$ cat src/rtl/ps2_key_event_fifo.sv
// ps2_key_event_fifo
//   Turns the scan-code-set-2 byte stream from the PS/2 receiver into key
//   events and queues them in a first-word-fall-through FIFO.
//   The decoder handles the E0 and F0 prefixes, filters typematic repeats of
//   the key currently held, and optionally reports break events.
//
// Ports
//   clk, reset     system clock, synchronous active-high reset
//   rx_done_tick   one-cycle strobe: rx_data holds a received byte
//   rx_data[7:0]   received byte
//   rd_en          pop the head event (ignored when empty)
//   clr_ovf        clear the sticky overflow flag
//   ev_data[9:0]   head event {brk, ext, code}; zero while empty
//   empty, full    FIFO status
//   count          number of stored events, 0..2**DEPTH_LOG2
//   overflow       sticky: an event was dropped because the FIFO was full
//   last_make[8:0] {ext, code} of the most recent successfully pushed make
module ps2_key_event_fifo #(
  parameter int unsigned DEPTH_LOG2       = 3,
  parameter bit          REPORT_BREAK     = 1'b0,
  parameter bit          TYPEMATIC_FILTER = 1'b1
) (
  input  logic                  clk,
  input  logic                  reset,
  input  logic                  rx_done_tick,
  input  logic [7:0]            rx_data,
  input  logic                  rd_en,
  input  logic                  clr_ovf,
  output logic [9:0]            ev_data,
  output logic                  empty,
  output logic                  full,
  output logic [DEPTH_LOG2:0]   count,
  output logic                  overflow,
  output logic [8:0]            last_make
);

  localparam int unsigned             DEPTH     = 2 ** DEPTH_LOG2;
  localparam logic [DEPTH_LOG2:0]     DEPTH_CNT = (DEPTH_LOG2 + 1)'(DEPTH);
  localparam logic [DEPTH_LOG2:0]     CNT_ONE   = (DEPTH_LOG2 + 1)'(1);
  localparam logic [DEPTH_LOG2-1:0]   PTR_ONE   = DEPTH_LOG2'(1);

  typedef enum logic [1:0] {
    IDLE,
    GOT_E0,
    GOT_F0,
    GOT_E0F0
  } state_t;

  state_t state, state_nx;

  logic [9:0]            mem [DEPTH];
  logic [DEPTH_LOG2-1:0] wr_ptr, rd_ptr;

  logic       held_valid;
  logic [8:0] held_key;

  logic       is_ctrl;
  logic       ev_gen, ev_brk, ev_ext;
  logic [8:0] key;
  logic       held_hit, push_req, do_push, do_pop, ovf_set;

  // Bytes that abort any partial sequence; E1 (Pause) is not decoded.
  always_comb begin
    is_ctrl = 1'b0;
    case (rx_data)
      8'h00, 8'hAA, 8'hEE, 8'hE1,
      8'hFA, 8'hFC, 8'hFD, 8'hFE, 8'hFF: is_ctrl = 1'b1;
      default:                           is_ctrl = 1'b0;
    endcase
  end

  always_comb begin
    state_nx = state;
    ev_gen   = 1'b0;
    ev_brk   = 1'b0;
    ev_ext   = 1'b0;
    if (rx_done_tick) begin
      if (is_ctrl) begin
        state_nx = IDLE;
      end else begin
        case (state)
          IDLE: begin
            if (rx_data == 8'hE0)      state_nx = GOT_E0;
            else if (rx_data == 8'hF0) state_nx = GOT_F0;
            else                       ev_gen   = 1'b1;
          end
          GOT_E0: begin
            if (rx_data == 8'hF0)      state_nx = GOT_E0F0;
            else if (rx_data == 8'hE0) state_nx = GOT_E0;
            else begin
              ev_gen   = 1'b1;
              ev_ext   = 1'b1;
              state_nx = IDLE;
            end
          end
          GOT_F0: begin
            ev_gen   = 1'b1;
            ev_brk   = 1'b1;
            state_nx = IDLE;
          end
          GOT_E0F0: begin
            ev_gen   = 1'b1;
            ev_brk   = 1'b1;
            ev_ext   = 1'b1;
            state_nx = IDLE;
          end
          default: state_nx = IDLE;
        endcase
      end
    end
  end

  assign key      = {ev_ext, rx_data};
  assign held_hit = held_valid && (held_key == key);
  assign push_req = ev_gen && (ev_brk ? REPORT_BREAK : !(TYPEMATIC_FILTER && held_hit));
  assign do_pop   = rd_en && !empty;
  // A pop on the same edge frees the slot, so a full FIFO still accepts.
  assign do_push  = push_req && (!full || do_pop);
  assign ovf_set  = push_req && full && !do_pop;

  assign empty   = (count == '0);
  assign full    = (count == DEPTH_CNT);
  assign ev_data = empty ? '0 : mem[rd_ptr];

  always_ff @(posedge clk) begin
    if (do_push) mem[wr_ptr] <= {ev_brk, key};
  end

  always_ff @(posedge clk) begin
    if (reset) begin
      state      <= IDLE;
      wr_ptr     <= '0;
      rd_ptr     <= '0;
      count      <= '0;
      overflow   <= 1'b0;
      last_make  <= '0;
      held_valid <= 1'b0;
      held_key   <= '0;
    end else begin
      state <= state_nx;

      if (do_push) wr_ptr <= wr_ptr + PTR_ONE;
      if (do_pop)  rd_ptr <= rd_ptr + PTR_ONE;
      case ({do_push, do_pop})
        2'b10:   count <= count + CNT_ONE;
        2'b01:   count <= count - CNT_ONE;
        default: count <= count;
      endcase

      if (ovf_set)      overflow <= 1'b1;
      else if (clr_ovf) overflow <= 1'b0;

      if (do_push && !ev_brk) last_make <= key;

      // Tracker follows the decoded stream even when the push itself is lost.
      if (ev_gen) begin
        if (!ev_brk) begin
          if (!(TYPEMATIC_FILTER && held_hit)) begin
            held_key   <= key;
            held_valid <= 1'b1;
          end
        end else if (held_hit) begin
          held_valid <= 1'b0;
        end
      end
    end
  end

endmodule

$ cat config.mk
export PLATFORM = sky130hd
export DESIGN_NAME = ps2_key_event_fifo
export DESIGN_NICKNAME = d
export VERILOG_FILES = /design/src/rtl/ps2_key_event_fifo.sv
export SDC_FILE = /design/constraint.sdc
export NUM_CORES = 1
export LEC_CHECK = 0
export BUFFER_PORTS_ARGS = -buffer_cell sky130_fd_sc_hd__buf_2
export CORE_AREA = 3 3 115 117
export CTS_CLUSTER_SIZE = 10
export DETAILED_ROUTE_END_ITERATION = 12
export DIE_AREA = 0 0 118 120
export GPL_TIMING_DRIVEN = 0
export PLACE_DENSITY_LB_ADDON = 0.12
export SLEW_MARGIN = 30
export SYNTH_ARGS = -nofsm -noshare
export SYNTH_HDL_FRONTEND = slang
export SYNTH_SLANG_ARGS = --single-unit
$ cat constraint.sdc
create_clock -name clk -period 5.26 [get_ports clk]
set_input_delay 0.789 -clock clk [delete_from_list [all_inputs] [get_ports clk]]
set_output_delay 0.789 -clock clk [all_outputs]
set_load 0.05 [all_outputs]
==> key figures <==
Clocking
  – CTS root buf: clkbuf_16
  – TritonCTS clock tree: done
  – TritonCTS sink count: 115
  – Clock slew at reported path FFs: 0.05 ns
  – CTS buffer count: 17
  – Post-CTS Resized: 0
  – Clock network latency to the later pin of the worst-skew pair: a little over 0.4 ns
  – CTS H-tree lvls: 4
  – Maximum clock insertion buffer count: 2
  – Post-CTS setup buffers: 0
  – Hold-fix buffers at CTS: 0

Power and ir drop
  – Worst vdd rail ir drop: 0.262 mV
  – PwrDens: 510 nW/um^2
  – Pwr Total: approximately 3 mW
  – Leak: roughly 2.1 nW

Setup path
  – Crit. End Element: register
  – Arr. time, crit path: 4.70 ns
  – WP data required: approximately 5.4 ns
  – Critical path type: in2reg
  – CP startpoint kind: primary input
  – CP Max Fanout: 10
  – Critical Path Start: rx_data[4]
  – FF-to-FF Start: state[1]$_SDFFE_PP0P_

Timing
  – Final period utilization: roughly 87%
  – RSZ-0062 raised after global routing: no
  – Hold WS: around 0.47 ns
  – Clock Skew: between 0.004 and 0.005 ns
  – Max Fclk: 0.218 GHz
  – Setup TNS: 0 ns
  – Worst-Margin Slew: approximately 0.93 ns
  – Final Max Tran Viols: 0
  – Min cycle time layout: about 4.6 ns
  – Slew headroom: around two fifths
  – Final Hold Vio Count: 0
  – Setup violations, final: 0

Floorplan
  – Starting Density: around two fifths
  – Cell Rows: a little over 40
  – Core Box Area: between 10,000 and 15,000 um^2
  – Die Span X: about 120 um
  – Io pins: 39
  – Die Y: approximately 120 um
  – Die area: between 10,000 and 15,000 um^2

Synth
  – Syn_nets: between 300 and 400
  – Ys flop type: edfxtp_1
  – Syn Inst Count: 348
  – Cell variety after synth: 44
  – Yosys Warn Count: 0
  – Mapped Area: a little under 5000 um^2
  – Register area share after synthesis: between 60% and 70%
  – Post-synth EDFFs: 80
  – Mean area per synthesized cell: 13.9 um^2
  – Asr flop ratio synth: 0%
  – #FFs+latches synth: 115

Detailed routing
  – Final ANT Viol Nets: 0
  – WL per Instance: approximately 17 um
  – First-pass DRT Iterations: 4
  – Drt via density: roughly 5.0
  – DRC: 0
  – Routed WL: roughly 10,000 um
  – Routed vias: 2,990
  – Initial DRC Count: approximately 220

Layout
  – Storage element area: about 3100 um^2
  – Layout cells sized above 1: a little over a quarter
  – Area of the multi-input gates: roughly 1700 um^2
  – Nets: 431
  – Ant diodes: 0
  – Final instance area: 5910 um^2
  – Area grow syn2layout: 21.7%
  – Filler cell count: 1,115

Place
  – Post-place instance area: roughly 5400 um^2
  – GP Congestion: 0.745
  – Post-DP HPWL: approximately 7000 um
  – Buffers on Ports: 38

GRT
  – Largest net degree at the start of global routing: 17
  – Residual overflow from global routing: 0
  – Initial antenna violation count: 0
  – Overall Global Routing Usage: 15.4%
  – Vias in the first global route: 3,000
  – First-pass GRT wire length: roughly 16,000 um

Worst hold path
  – Hold_sp: held_key[2]$_SDFFE_PP0P_
  – Hold WC Path Type: reg2reg

Run status
  – Status: finished clean

Run
  – Max Cap Violations: 0
[cell usage in the layout, fill, tap and decap left out, types with 3 or more instances in the layout]
cell type / synthesis / final
dfxtp_1: 35 / 35
nor2_2: 0 / 3
inv_1: 7 / 7
clkinv_1: 0 / 4
mux2_4: 3 / 3
xor2_1: 5 / 5
nand2_1: 20 / 20
nand4_1: 3 / 3
nor3_1: 8 / 4
or4_1: 3 / 3
clkbuf_16: 0 / 17
a21oi_1: 22 / 22
nor2_1: 32 / 29
nand3_1: 13 / 13
nor3_2: 0 / 4
nor4_1: 6 / 4
nor2b_1: 6 / 6
ha_1: 5 / 5
clkbuf_1: 15 / 15
clkinv_2: 0 / 4
mux2i_1: 14 / 14
and2_1: 3 / 3
buf_2: 3 / 41
buf_4: 0 / 6
clkinvlp_4: 0 / 3
o21ai_0: 11 / 11
xnor2_1: 7 / 7
nand2b_1: 3 / 3
edfxtp_1: 80 / 80
mux4_2: 20 / 20
[per-layer routing]
metal	up-vias	GRT usage [%]	part of all wire [%]
met5	-	0	0
met4	0	8.21	2.2
met3	19	4.10	3.9
met2	68	24.0	48
met1	1456	19.9	46
li1	1447	-	-
[worst max-delay path, cell delays in order]
cell      delay [ns]
buf_2           0.19
clkbuf_1        0.44
nor3_1          0.15
o221a_2         0.30
nor4_2          0.43
xnor2_1         0.13
nand4_1         0.11
ha_1            0.15
o21a_1          0.15
and4_4          0.23
buf_6           0.12
clkbuf_1        0.38
nand2_1         0.25
nor3_2          0.59
buf_4           0.27
[state kept, by name (all words and copies together), names as in the netlist, named ones only]
register and flops:
last_make 9, count 4, mem 80, state 2, rd_ptr 3, held_key 9, held_valid 1, overflow 1
wr_ptr 3
[synthesized netlist by cell type (2+ instances only)]
library cell | count | area, um^2
buf_1 | 2 | 7.51
nand4_1 | 3 | 18.8
mux2_2 | 2 | 22.5
o311ai_0 | 2 | 17.5
nand3_1 | 13 | 65.1
nand2_1 | 20 | 75.1
a21oi_1 | 22 | 110
xnor2_1 | 7 | 61.3
nor4_1 | 6 | 37.5
edfxtp_1 | 80 | 2400
nor3_1 | 8 | 40.0
nor2b_1 | 6 | 37.5
clkbuf_1 | 15 | 56.3
dfxtp_1 | 35 | 701
nand2b_1 | 3 | 18.8
ha_1 | 5 | 62.6
mux2i_1 | 14 | 140
inv_1 | 7 | 26.3
nor2_1 | 32 | 120
buf_2 | 3 | 15.0
mux2_4 | 3 | 45.0
mux4_2 | 20 | 450
and2_1 | 3 | 18.8
xor2_1 | 5 | 43.8
o21ai_0 | 11 | 55.1
or4_1 | 3 | 22.5
[cell type report]
type / count / area share (%)
repair buffers: 45 / 4.17
plain buffers: 21 / 1.57
well taps: 172 / 3.64
inverters: 7 / 0.445
clock buffers: 19 / 7.33
flip-flops and latches: 115 / 52.5
multi-input cells: 205 / 28.3
clock inverters: 13 / 1.99
[cell families after synthesis]
family | count (synthesis) | synth area share [%]
adder cells (fa/ha/maj) | 6 | 1.70
multiplexers | 40 | 14.0
flip-flops | 115 | 64.0
AND/OR/NAND/NOR | 104 | 10.6
AO/OA/AOI/OAI | 43 | 5.18
buffers and inverters | 28 | 2.40
XOR/XNOR | 12 | 2.17
[power breakdown]
part / switching (mW) / internal [mW]
sequential: 0.0364 / 1.03
combinational: 0.592 / 0.293
clock: 0.381 / 0.684
[through the flow]
stage | util (%) | worst slack [ns] | cells
detailed placement | 43.0 | 0.283 | 565
floorplan | - | 0.394 | 348
global placement | 42.2 | -1.77 | 558
finish | 47.4 | 0.674 | 597
CTS | 47.4 | 0.707 | 597
global route | 47.4 | 0.372 | 597
[worst paths after layout]
kind         slack [ns]                       end  depth (start not counted)
min                0.47  held_key[2]$_SDFFE_PP0P_                          2
min reg2reg        0.47  held_key[2]$_SDFFE_PP0P_                          2
max                0.67       mem[3][2]$_DFFE_PP_                         15
max reg2reg        1.34       mem[3][2]$_DFFE_PP_                         13
No activity file was read; power rests on OpenSTA's default activity.
